--- src/rtl/tick_counter_pkg.sv ---
// tick_counter_pkg: shared types and prescaler sizing helpers for the tick counter bank.
package tick_counter_pkg;

    typedef enum logic [1:0] {WRAP = 2'd0, SAT = 2'd1, ONESHOT = 2'd2} mode_t;

    typedef enum logic [1:0] {IDLE = 2'd0, RUN = 2'd1, DONE = 2'd2} chan_state_t;

    function automatic int calc_div(input int clk_hz, input int tick_hz);
        return clk_hz / tick_hz;
    endfunction

    function automatic int presc_w(input int div);
        return (div > 2) ? $clog2(div) : 1;
    endfunction

endpackage

--- src/rtl/tick_prescaler.sv ---
// tick_prescaler: free-running divider emitting a one-cycle tick every CLK_HZ/TICK_HZ cycles.
module tick_prescaler
    import tick_counter_pkg::*;
#(
    parameter int CLK_HZ  = 84000000,
    parameter int TICK_HZ = 1
) (
    input  logic clk,
    input  logic rst,
    output logic tick
);
    localparam int DIV = calc_div(CLK_HZ, TICK_HZ);
    localparam int W   = presc_w(DIV);

    if (DIV < 2) begin : g_div_chk
        $error("tick_prescaler: CLK_HZ/TICK_HZ must be >= 2");
    end

    logic [W-1:0] cnt;
    logic         wrap;

    assign wrap = cnt == W'(DIV - 1);

    // tick is registered, so it is high in the cycle after the counter sits at DIV-1
    always_ff @(posedge clk or posedge rst) begin
        if (rst) begin
            cnt  <= '0;
            tick <= 1'b0;
        end else begin
            cnt  <= wrap ? '0 : cnt + 1'b1;
            tick <= wrap;
        end
    end
endmodule

--- src/rtl/tick_counter_bank.sv ---
// tick_counter_bank: NUM_CH tick-driven counters (wrap/saturate/one-shot) with coherent snapshot.
module tick_counter_bank
    import tick_counter_pkg::*;
#(
    parameter int NUM_CH  = 4,
    parameter int CNT_W   = 32,
    parameter int CLK_HZ  = 84000000,
    parameter int TICK_HZ = 1
) (
    input  logic                    clk,
    input  logic                    rst,
    input  logic [NUM_CH-1:0]       enable,
    input  logic [2*NUM_CH-1:0]     mode,
    input  logic [CNT_W-1:0]        limit,
    input  logic                    snap_req,
    output logic [NUM_CH*CNT_W-1:0] count,
    output logic [NUM_CH-1:0]       ovf,
    output logic [NUM_CH-1:0]       done,
    output logic                    tick,
    output logic [NUM_CH*CNT_W-1:0] snap_count,
    output logic                    snap_valid
);
    if (NUM_CH < 1 || NUM_CH > 32 || CNT_W < 8 || CNT_W > 64) begin : g_param_chk
        $error("tick_counter_bank: NUM_CH must be 1..32 and CNT_W 8..64");
    end

    logic [NUM_CH-1:0] prev_enable;
    logic [NUM_CH-1:0] rise;

    assign rise = enable & ~prev_enable;

    tick_prescaler #(.CLK_HZ(CLK_HZ), .TICK_HZ(TICK_HZ)) u_prescaler (
        .clk  (clk),
        .rst  (rst),
        .tick (tick)
    );

    // snapshot takes the bus as it stands in the request cycle, before this edge's updates
    always_ff @(posedge clk or posedge rst) begin
        if (rst) begin
            prev_enable <= '0;
            snap_count  <= '0;
            snap_valid  <= 1'b0;
        end else begin
            prev_enable <= enable;
            snap_valid  <= snap_req;
            if (snap_req) snap_count <= count;
        end
    end

    for (genvar i = 0; i < NUM_CH; i++) begin : g_ch
        chan_state_t      state;
        mode_t            ch_mode;
        mode_t            req_mode;
        logic [CNT_W-1:0] cnt;
        logic [CNT_W-1:0] nxt;
        logic             ch_ovf;
        logic             ch_done;
        assign nxt      = cnt + 1'b1;
        assign req_mode = (mode[2*i +: 2] == 2'(SAT))     ? SAT :
                          (mode[2*i +: 2] == 2'(ONESHOT)) ? ONESHOT : WRAP;
        // clear on a rising edge takes priority over a coincident tick
        always_ff @(posedge clk or posedge rst) begin
            if (rst) begin
                state   <= IDLE;
                ch_mode <= WRAP;
                cnt     <= '0;
                ch_ovf  <= 1'b0;
                ch_done <= 1'b0;
            end else if (!enable[i]) begin
                state <= IDLE;
            end else if (rise[i]) begin
                state   <= RUN;
                ch_mode <= req_mode;
                cnt     <= '0;
                ch_ovf  <= 1'b0;
                ch_done <= 1'b0;
            end else if (state == RUN && tick) begin
                if (ch_mode == ONESHOT && (limit == '0 || nxt == limit)) begin
                    cnt     <= limit;
                    ch_done <= 1'b1;
                    state   <= DONE;
                end else if (ch_mode == SAT && &cnt) begin
                    ch_ovf <= 1'b1;
                end else begin
                    cnt <= nxt;
                    if (ch_mode == WRAP && &cnt) ch_ovf <= 1'b1;
                end
            end
        end
        assign count[i*CNT_W +: CNT_W] = cnt;
        assign ovf[i]                  = ch_ovf;
        assign done[i]                 = ch_done;
    end
endmodule

--- config.mk ---
export PLATFORM = sky130hd
export DESIGN_NAME = tick_counter_bank
export DESIGN_NICKNAME = d
export VERILOG_FILES = /design/src/rtl/tick_counter_pkg.sv /design/src/rtl/tick_prescaler.sv /design/src/rtl/tick_counter_bank.sv
export SDC_FILE = /design/constraint.sdc
export NUM_CORES = 1
export LEC_CHECK = 0
export CORE_MARGIN = 5
export CORE_UTILIZATION = 46
export CTS_BUF_LIST = sky130_fd_sc_hd__clkbuf_8
export CTS_CLUSTER_SIZE = 16
export DETAILED_ROUTE_END_ITERATION = 16
export GPL_ROUTABILITY_DRIVEN = 0
export PLACE_DENSITY = 0.72
export SLEW_MARGIN = 30
export SYNTH_ARGS = -nofsm -noshare
export SYNTH_HDL_FRONTEND = slang
export SYNTH_HIERARCHICAL = 1
export SYNTH_SLANG_ARGS = --single-unit
--- constraint.sdc ---
create_clock -name clk -period 9.25 [get_ports clk]
set_input_delay 0.925 -clock clk [delete_from_list [all_inputs] [get_ports clk]]
set_output_delay 0.925 -clock clk [all_outputs]
set_load 0.01 [all_outputs]
==> results of run 1 <==
## kinds of logic after synthesis
| group | after synthesis | synth area share |
|---|---|---|
| XOR/XNOR | 187 | 0.0799 |
| buffers and inverters | 318 | 0.0651 |
| AO/OA/AOI/OAI | 403 | 0.133 |
| multiplexers | 233 | 0.122 |
| AND/OR/NAND/NOR | 829 | 0.214 |
| flip-flops | 313 | 0.382 |
| adder cells (fa/ha/maj) | 6 | 0.00354 |
## metrics by stage
stage	instance area, µm²	util	setup slack [ns]
final	24900	0.563	4.23
after global routing	24900	0.563	4.01
after CTS	24800	0.563	4.34
after detailed placement	23700	0.537	4.00
after global placement	23700	0.537	4.12
after floorplan	20500	-	0.461
## sequential cells by signal, indices dropped and copies added (netlist names)
signal,cells
prev_enable,4
snap_count,128
g_ch.ch_mode,8
g_ch.state,8
g_ch.cnt,128
snap_valid,1
g_ch.ch_done,4
u_prescaler/cnt,27
u_prescaler/tick,1
g_ch.ch_ovf,4
## final cells by class
cell class / count / area [µm²]
fillers: 3953 / 19300
multi-input cells: 1658 / 11400
flip-flops and latches: 313 / 7830
clock inverters: 28 / 141
inverters: 96 / 373
repair buffers: 343 / 3390
well taps: 592 / 741
diodes: 1 / 2.50
clock buffers: 72 / 991
## cells in the final DEF (no fill, tap or decap), drive strengths merged, types with 30 or more instances in the layout
master         instances
nor3                  58
xor2                  54
nand3                120
mux2                 135
buf                   32
inv                  120
a31oi                 75
nand4                 77
nor4                  62
nand2                161
clkdlybuf4s50        311
or4                   30
a21oi                 40
o21ai                 58
o22ai                 86
xnor2                133
dfrtp                313
mux2i                 98
clkbuf                72
nor2                 155
## power by group through the flow
| stage | logic, µW | registers [µW] | clock network [µW] |
|---|---|---|---|
| floorplan | 318 | 1550 | 0 |
| global placement | 569 | 1580 | 0 |
| detailed placement | 583 | 1580 | 0 |
| CTS | 585 | 1560 | 1360 |
| global route | 633 | 1570 | 1420 |
| finish | 590 | 1560 | 1320 |
## metal layers
metal,track usage,vias to the layer above,wire length (µm)
li1,-,8718,-
met1,0.367,9577,28400
met2,0.444,1087,32400
met3,0.0685,262,7470
met4,0.130,4,3610
met5,0,-,36
## how the worst max path moves through the flow
stage | slack (ns) | start | end | cells past startpoint
after floorplan | 0.46 | rst | g_ch[0].ch_done | 1
after global placement | 4.12 | limit[8] | g_ch[3].cnt[8] | 11
after detailed placement | 4.00 | limit[8] | g_ch[3].cnt[12] | 11
after CTS | 4.34 | g_ch[3].cnt[0] | g_ch[3].cnt[12] | 11
after global routing | 4.01 | g_ch[1].cnt[0] | g_ch[1].state[0] | 11
final | 4.23 | g_ch[3].cnt[3] | g_ch[3].cnt[12] | 10
==> results.txt, run 1 <==
crit start category -> flip-flop
number of DRC markers in iteration 0 -> 2286
Final Non-Filler Cells -> 3103
Worst-path clk slew -> 0.06 ns
Hold EP -> g_ch[1].state[1]
DIE WIDTH -> 221 µm
post-synth top area cell -> dfrtp_1
Reg power frac -> 0.449
post-CTS sizing -> 0
FF-to-FF End -> g_ch[3].cnt[12]
CP max FO -> 52
synth cell count leaders -> dfrtp_1 (313), nand2_1 (161), nor2_1 (154)
Avg Inst Size Synth -> 8.95 µm²
TritonCTS clock tree -> done
grt ovf -> 0
CTS H-tree lvls -> 2
initial antenna violation count -> 2
fmax -> 0.199 GHz
Initial Utilization -> 0.464
final worst-path cycle share -> 0.543
Post-CTS Hold Fix Bufs -> 0
# IOs -> 313
Die Height -> 221 µm
switching portion of total power -> 0.298
worst-margin pin slew -> 1.03 ns
Yosys Warn Count -> 6
global-route wire length before repair -> 112 mm
Post-synth EDFFs -> 0
Net Sw Power -> 1040 µW
hold_ws -> 0.486 ns
Die Footprint -> 0.0489 mm²
Cells after Synth -> 2289
Post-Route Setup TNS -> 0 ns
Final min period -> 5.02 ns
# setup viols final -> 0
power per cell area -> 140 mW/mm²
syn nets -> 2341
num rows -> 77
FF-to-FF path depth -> 10
final-report max-slew violation count -> 0
drt first pass iters -> 6
R2R Path Start -> g_ch[3].cnt[3]
r2r setup slk -> 4.23 ns
DRC violation count after routing -> 0
DP HPWL -> 49.0 mm
Cell variety after synth -> 81
area delta synth->final -> 21.3%
Post-Syn Area -> 0.0205 mm²
Max clock buf depth -> 3
max_slew headroom -> 0.310
Post-CTS Setup Bufs -> 0
Num Clock Sinks -> 313
slowest CP cell -> or4_1
Clock power frac -> 0.381
Most used DFF post-synth -> dfrtp_1
Clk Latency, worst-skew pair -> 0.66 ns
port bufs -> 312
max-cap violations -> 0
data required time at the worst endpoint -> 9.78 ns
sequential-to-total area share from yosys stat -> 0.382
Yosys reg bits -> 313
cell family with most CP delay -> simple AND/OR/NAND/NOR gates
Int Pwr -> 2440 µW
Most common cell on crit path -> nand4_1
Hold Crit Depth -> 1
RSZ-0062 raised after global routing -> no
top post-synthesis cells by area -> dfrtp_1 (38%), mux2_2 (7.4%), xnor2_1 (5.7%), mux2i_1 (4.8%), nand2_1 (2.9%)
Pwr Total -> 3480 µW
share of the synthesized area in the top cell type -> 0.382
root buf cell -> clkbuf_8
Comb pwr share -> 0.170
Async SR Flop Fraction -> 1.00
cts bufs inserted -> 55
Tot GR Track Use -> 0.281
largest net degree at the start of global routing -> 164
post-DR wirelength/cell -> 23.2 µm
NumNets Final -> 2519
most frequent cell after synthesis -> dfrtp_1
CP Buf/Inv Count -> 1
vias in the first global route -> 19300
Core Region -> 0.0441 mm²
post-route clock skew -> 0.0188 ns
maximum resistive drop on vdd -> 93.0 µV
Setup Crit Path Kind -> reg2reg
Arr. time, crit path -> 5.55 ns
Final Hold Fails -> 0
fraction of layout cells with a size suffix above 1 -> 0.114
Pleak -> 0.0104 µW
placed cells -> 3001
crit path capture type -> flip-flop
number of vias per cell -> 6.33
Vias -> 19600
Hold Startpoint -> g_ch[1].state[1]
slowest stage delay, CP -> 0.64 ns
post-route ant nets -> 0
Worst Hold Class -> reg2reg
final wirelength -> 71.9 mm
Critical Path, Cell by Cell -> nand4_1, nor3_1, nand4_1, or4_1, xnor2_1, nor4b_1, a41o_2, buf_4, o21ai_1, a311o_1
outcome -> completed
No activity file was read; power rests on OpenSTA's default activity.
==> run 2: changes to the inputs <==
--- a/config.mk
+++ b/config.mk
@@ -11,7 +11,7 @@
 export CTS_CLUSTER_SIZE = 16
 export DETAILED_ROUTE_END_ITERATION = 16
 export GPL_ROUTABILITY_DRIVEN = 0
-export PLACE_DENSITY = 0.72
+export PLACE_DENSITY = 0.7
 export SLEW_MARGIN = 30
 export SYNTH_ARGS = -nofsm -noshare
 export SYNTH_HDL_FRONTEND = slang
==> constraint.sdc (replaced) <==
create_clock -name clk -period 5 [get_ports clk]
set_input_delay 0.5 -clock clk [delete_from_list [all_inputs] [get_ports clk]]
set_output_delay 0.5 -clock clk [all_outputs]
set_load 0.01 [all_outputs]
==> run 2 against run 1 <==
  * Core utilization is 0.56 points higher
  * Fmax rose by 8.6%
  * Largest power group unchanged
  * Largest cell class unchanged
  * Non-clock buffer count grew 38
  * Sequential cell count unchanged
==> results.txt, run 2 (synthesis gave the netlist of run 1 again) <==
DRC violation count after routing -> 0 (unchanged)
fmax -> 0.216 GHz (+8.6%)
fraction of layout cells with a size suffix above 1 -> 0.127 (+0.0134)
commonest non-fill, non-tap cells in the layout -> dfrtp_1 (313), clkdlybuf4s50_1 (311), nand2_1 (159)
Max clock buf depth -> 3 (unchanged)
Pleak -> 0.0105 µW (+1.4%)
largest net degree at the start of global routing -> 119 (-27%)
post-DR wirelength/cell -> 23.2 µm (about the same)
grt ovf -> 0 (unchanged)
num rows -> 77 (unchanged)
crit start category -> flip-flop
Clk Latency, worst-skew pair -> 0.67 ns (about the same)
Setup Crit Path Kind -> reg2reg
TritonCTS clock tree -> done
Arr. time, crit path -> 5.14 ns (-0.41 ns)
commonest non-fill, non-tap cell in the layout -> dfrtp_1
power per cell area -> 256 mW/mm² (+83%)
initial antenna violation count -> 2 (unchanged)
Final Hold Fails -> 0 (unchanged)
post-CTS sizing -> 0 (unchanged)
DP HPWL -> 51.5 mm (+5.1%)
Post-CTS Setup Bufs -> 0 (unchanged)
port bufs -> 312 (unchanged)
max_slew headroom -> 0.292 (-0.0182)
crit path capture type -> flip-flop
final-report max-slew violation count -> 0 (unchanged)
Pwr Total -> 6420 µW (+85%)
Final WS setup -> 0.376 ns (-3.85 ns)
RSZ-0062 raised after global routing -> no
worst-margin pin slew -> 1.06 ns (+0.0239 ns)
Post-Route Setup TNS -> 0 ns (unchanged)
biggest regs -> g_ch.cnt: 128 flops, snap_count: 128 flops, u_prescaler/cnt: 27 flops
post-route clock skew -> 0.0236 ns (+0.00478 ns)
final worst-path cycle share -> 0.925 (+0.382)
DIE WIDTH -> 221 µm (unchanged)
CTS H-tree lvls -> 2 (unchanged)
Die Height -> 221 µm (unchanged)
maximum resistive drop on vdd -> 204 µV (+120%)
Core Region -> 0.0441 mm² (unchanged)
# setup viols final -> 0 (unchanged)
number of DRC markers in iteration 0 -> 2086 (-8.7%)
Post-CTS Hold Fix Bufs -> 0 (unchanged)
drt first pass iters -> 5 (-1)
Initial Utilization -> 0.464 (unchanged)
Tot GR Track Use -> 0.284 (+0.00304)
final wirelength -> 72.6 mm (+1.0%)
area delta synth->final -> 22.5%
vias in the first global route -> 19200 (-0.37%)
number of vias per cell -> 6.27 (-0.96%)
Num Clock Sinks -> 313 (unchanged)
root buf cell -> clkbuf_8
Worst Hold Class -> in2reg
max-cap violations -> 0 (unchanged)
post-route ant nets -> 0 (unchanged)
CP max FO -> 60 (+15%)
Worst-path clk slew -> 0.06 ns (about the same)
data required time at the worst endpoint -> 5.51 ns (-4.27 ns)
global-route wire length before repair -> 113 mm (+0.98%)
Die Footprint -> 0.0489 mm² (unchanged)
Vias -> 19700 (+0.12%)
Final min period -> 4.62 ns (-0.398 ns)
pre-CTS setup slack -> 0.504 ns (-3.49 ns)
outcome -> completed
NumNets Final -> 2557 (+1.5%)
# IOs -> 313 (unchanged)
fill cell count -> 3979 (+0.66%)
cts bufs inserted -> 55 (unchanged)
-- run 2: area by class of cell --
| type | count | area, µm² | share of cell area |
|---|---|---|---|
| antenna | 1 | 2.50 | 0.0000997 |
| clock buffer | 70 | 963 | 0.0384 |
| clock inverter | 26 | 138 | 0.00548 |
| inverter | 96 | 364 | 0.0145 |
| multi-input combinational | 1658 | 11400 | 0.454 |
| sequential | 313 | 7830 | 0.312 |
| tap | 592 | 741 | 0.0295 |
| timing repair buffer | 381 | 3680 | 0.147 |
-- run 2: power by group --
part / switching [µW] / internal, µW
sequential: 191 / 2670
clock: 1120 / 1300
combinational: 611 / 529
-- run 2: routing by layer --
layer,track usage,wire length [µm],up-vias,part of all wire
li1,-,-,8764,-
met2,0.445,32800,1034,0.45
met3,0.0693,7140,203,0.098
met4,0.129,3750,2,0.052
met1,0.375,28900,9669,0.40
met5,0,8,-,0.00011
-- run 2: worst max-delay path, stage by stage, from the launching register on --
cell	delay, ns
dfrtp_1	0.52
ha_1	0.31
nand3_1	0.34
nor4_2	0.84
nand3_1	0.42
xnor2_1	0.36
o21ai_0	0.12
nor4b_1	0.55
a41oi_4	0.16
buf_4	0.38
a21oi_1	0.26
o221ai_1	0.15
-- run 2: per-stage QoR --
step / hold slack, ns / instance area [µm²] / util / std cells
after global routing: 0.193 / 25100 / 0.569 / 3137
after detailed placement: 0.482 / 24000 / 0.544 / 3040
final: 0.194 / 25100 / 0.569 / 3137
after CTS: 0.171 / 25100 / 0.569 / 3136
after floorplan: 0.447 / 20500 / - / 2289
after global placement: 0.464 / 24000 / 0.544 / 3040
-- run 2: final timing paths --
path	startpoint	endpoint	slack [ns]	cells after the start
setup / recovery	g_ch[2].cnt[0]	g_ch[2].cnt[2]	0.38	11
max in group asynchronous	rst	snap_count[105]	3.53	3
setup reg to reg	g_ch[2].cnt[0]	g_ch[2].cnt[2]	0.38	11
hold / removal	snap_req	snap_valid	0.19	1
min in group asynchronous	rst	snap_count[54]	0.27	2
hold reg to reg	u_prescaler/cnt[22]	u_prescaler/cnt[22]	0.49	1
==> run 3: changes to the inputs <==
--- a/config.mk
+++ b/config.mk
@@ -5,6 +5,7 @@
 export SDC_FILE = /design/constraint.sdc
 export NUM_CORES = 1
 export LEC_CHECK = 0
+export CORE_ASPECT_RATIO = 0.5
 export CORE_MARGIN = 5
 export CORE_UTILIZATION = 46
 export CTS_BUF_LIST = sky130_fd_sc_hd__clkbuf_8
==> run 3 against run 2 <==
  * Clock power decreased by 5%
  * Core utilization up 0.25 points
  * Combinational power barely moved
  * Final cell count shrank 0.29%
  * Critical path depth is the same
  * Largest cell class unchanged
==> results.txt, run 3 (synthesis gave the netlist of run 1 again) <==
grt ovf -> 0 (unchanged)
port bufs -> 312 (unchanged)
crit start category -> flip-flop
vias in the first global route -> 18300 (-4.5%)
# IOs -> 313 (unchanged)
number of vias per cell -> 6.20 (-1.1%)
fraction of layout cells with a size suffix above 1 -> 0.126 (-0.000981)
Arr. time, crit path -> 5.04 ns (-0.10 ns)
CTS H-tree lvls -> 2 (unchanged)
Final Hold Fails -> 0 (unchanged)
Clock power frac -> 0.365 (-0.012)
post-DR wirelength/cell -> 22.7 µm (-1.8%)
worst-margin pin slew -> 1.09 ns (+0.0270 ns)
post-route clock skew -> 0.0471 ns (+0.0235 ns)
area delta synth->final -> 22.1%
power per cell area -> 250 mW/mm² (-2.0%)
final worst-path cycle share -> 0.920 (-0.00517)
Int Pwr -> 4390 µW (-2.4%)
Clk Latency, worst-skew pair -> 0.63 ns (-0.04 ns)
crit path capture type -> flip-flop
commonest non-fill, non-tap cells in the layout -> dfrtp_1 (313), clkdlybuf4s50_1 (311), nand2_1 (160)
Post-CTS Hold Fix Bufs -> 0 (unchanged)
NumNets Final -> 2554 (-0.12%)
data required time at the worst endpoint -> 5.45 ns (-0.06 ns)
cts bufs inserted -> 48 (-13%)
fmax -> 0.217 GHz (+0.56%)
final-report max-slew violation count -> 0 (unchanged)
RSZ-0062 raised after global routing -> no
Core Region -> 0.0438 mm² (-0.78%)
Comb pwr share -> 0.180 (+0.002)
TritonCTS clock tree -> done
global-route wire length before repair -> 111 mm (-2.1%)
Die Footprint -> 0.0491 mm² (+0.52%)
largest net degree at the start of global routing -> 107 (-10%)
Setup Crit Path Kind -> reg2reg
# setup viols final -> 0 (unchanged)
Post-CTS Setup Bufs -> 0 (unchanged)
DP HPWL -> 50.4 mm (-2.0%)
Tot GR Track Use -> 0.279 (-0.00493)
Worst Hold Class -> in2async
Post-Route Setup TNS -> 0 ns (unchanged)
Num Clock Sinks -> 313 (unchanged)
biggest regs -> g_ch.cnt: 128 flops, snap_count: 128 flops, u_prescaler/cnt: 27 flops
final wirelength -> 71.2 mm (-2.0%)
outcome -> completed
DRC violation count after routing -> 0 (unchanged)
commonest non-fill, non-tap cell in the layout -> dfrtp_1
fill cell count -> 3867 (-2.8%)
num rows -> 54 (-30%)
Pleak -> 0.0105 µW (-0.50%)
Vias -> 19400 (-1.3%)
CP max FO -> 36 (-40%)
Initial Utilization -> 0.468 (+0.00364)
root buf cell -> clkbuf_8
initial antenna violation count -> 1 (-1)
placed cells -> 3040 (unchanged)
Die Height -> 159 µm (-28%)
post-route ant nets -> 0 (unchanged)
r2r setup slk -> 0.40 ns (+0.03 ns)
DIE WIDTH -> 308 µm (+40%)
post-CTS sizing -> 0 (unchanged)
number of DRC markers in iteration 0 -> 2338 (+12%)
Worst-path clk slew -> 0.07 ns (about the same)
Max clock buf depth -> 3 (unchanged)
Reg power frac -> 0.455 (+0.010)
switching portion of total power -> 0.300 (about the same)
max_slew headroom -> 0.270 (-0.0224)
drt first pass iters -> 6 (+1)
Net Sw Power -> 1880 µW (-2.3%)
maximum resistive drop on vdd -> 171 µV (-16%)
Final min period -> 4.60 ns (-0.0258 ns)
diodes inserted -> 0 (-1)
Final Non-Filler Cells -> 3128 (-0.29%)
max-cap violations -> 0 (unchanged)
-- run 3: cell types whose count changed in the layout (fill, tap and decap cells not counted), sizes merged --
cell and change:
clkinv -2, clkinvlp +2, inv -2, buf +3
diode -1, clkbuf -5
-- run 3: area by class of cell --
cell class	instances	area (µm²)	share of cell area
clock buffers	64	881	0.0352
clock inverters	24	130	0.00520
inverters	96	364	0.0146
multi-input cells	1658	11400	0.455
flip-flops and latches	313	7830	0.313
well taps	588	736	0.0294
repair buffers	385	3700	0.148
-- run 3: metal layers --
layer,track usage,wire length (µm),vias up
li1,-,-,8773
met4,0.0917,2680,4
met2,0.449,32800,974
met5,0,23,-
met3,0.0671,7070,194
met1,0.373,28500,9464
-- run 3: stage by stage --
stage | util | worst slack [ns] | hold slack [ns] | area [µm²] | total power [µW]
final | 0.572 | 0.402 | 0.355 | 25000 | 6270
after floorplan | - | 0.723 | 0.447 | 20500 | 3460
after CTS | 0.571 | 0.477 | 0.339 | 25000 | 6310
after global routing | 0.572 | 0.101 | 0.365 | 25000 | 6530
after global placement | 0.548 | 0.699 | 0.463 | 24000 | 3990
after detailed placement | 0.548 | 0.480 | 0.472 | 24000 | 4020
-- run 3: power groups by stage --
| stage | logic (µW) | registers (µW) | clock network [µW] |
|---|---|---|---|
| floorplan | 589 | 2870 | 0 |
| global placement | 1110 | 2890 | 0 |
| detailed placement | 1120 | 2900 | 0 |
| CTS | 1120 | 2850 | 2340 |
| global route | 1200 | 2870 | 2460 |
| finish | 1130 | 2850 | 2290 |
-- run 3: worst paths after layout --
check,from,cells after the start,to
worst max-delay path,g_ch[1].cnt[1],11,g_ch[1].cnt[29]
worst min-delay path,rst,2,snap_count[62]
worst max register to register,g_ch[1].cnt[1],11,g_ch[1].cnt[29]
worst min register to register,u_prescaler/cnt[0],1,u_prescaler/cnt[0]
max in group asynchronous,rst,3,snap_count[72]
min in group clk,enable[0],1,prev_enable[0]
-- run 3: worst max-delay path, stage by stage (launching register included) --
cell and delay [ns]:
dfrtp_1 0.47, ha_1 0.33, nand3_1 0.30, or4_1 0.69, or4_1 0.61, xnor2_1 0.17, a221oi_1 0.25, nand4_1 0.12
o41a_2 0.85, buf_4 0.35, a31oi_1 0.20, o22ai_1 0.10
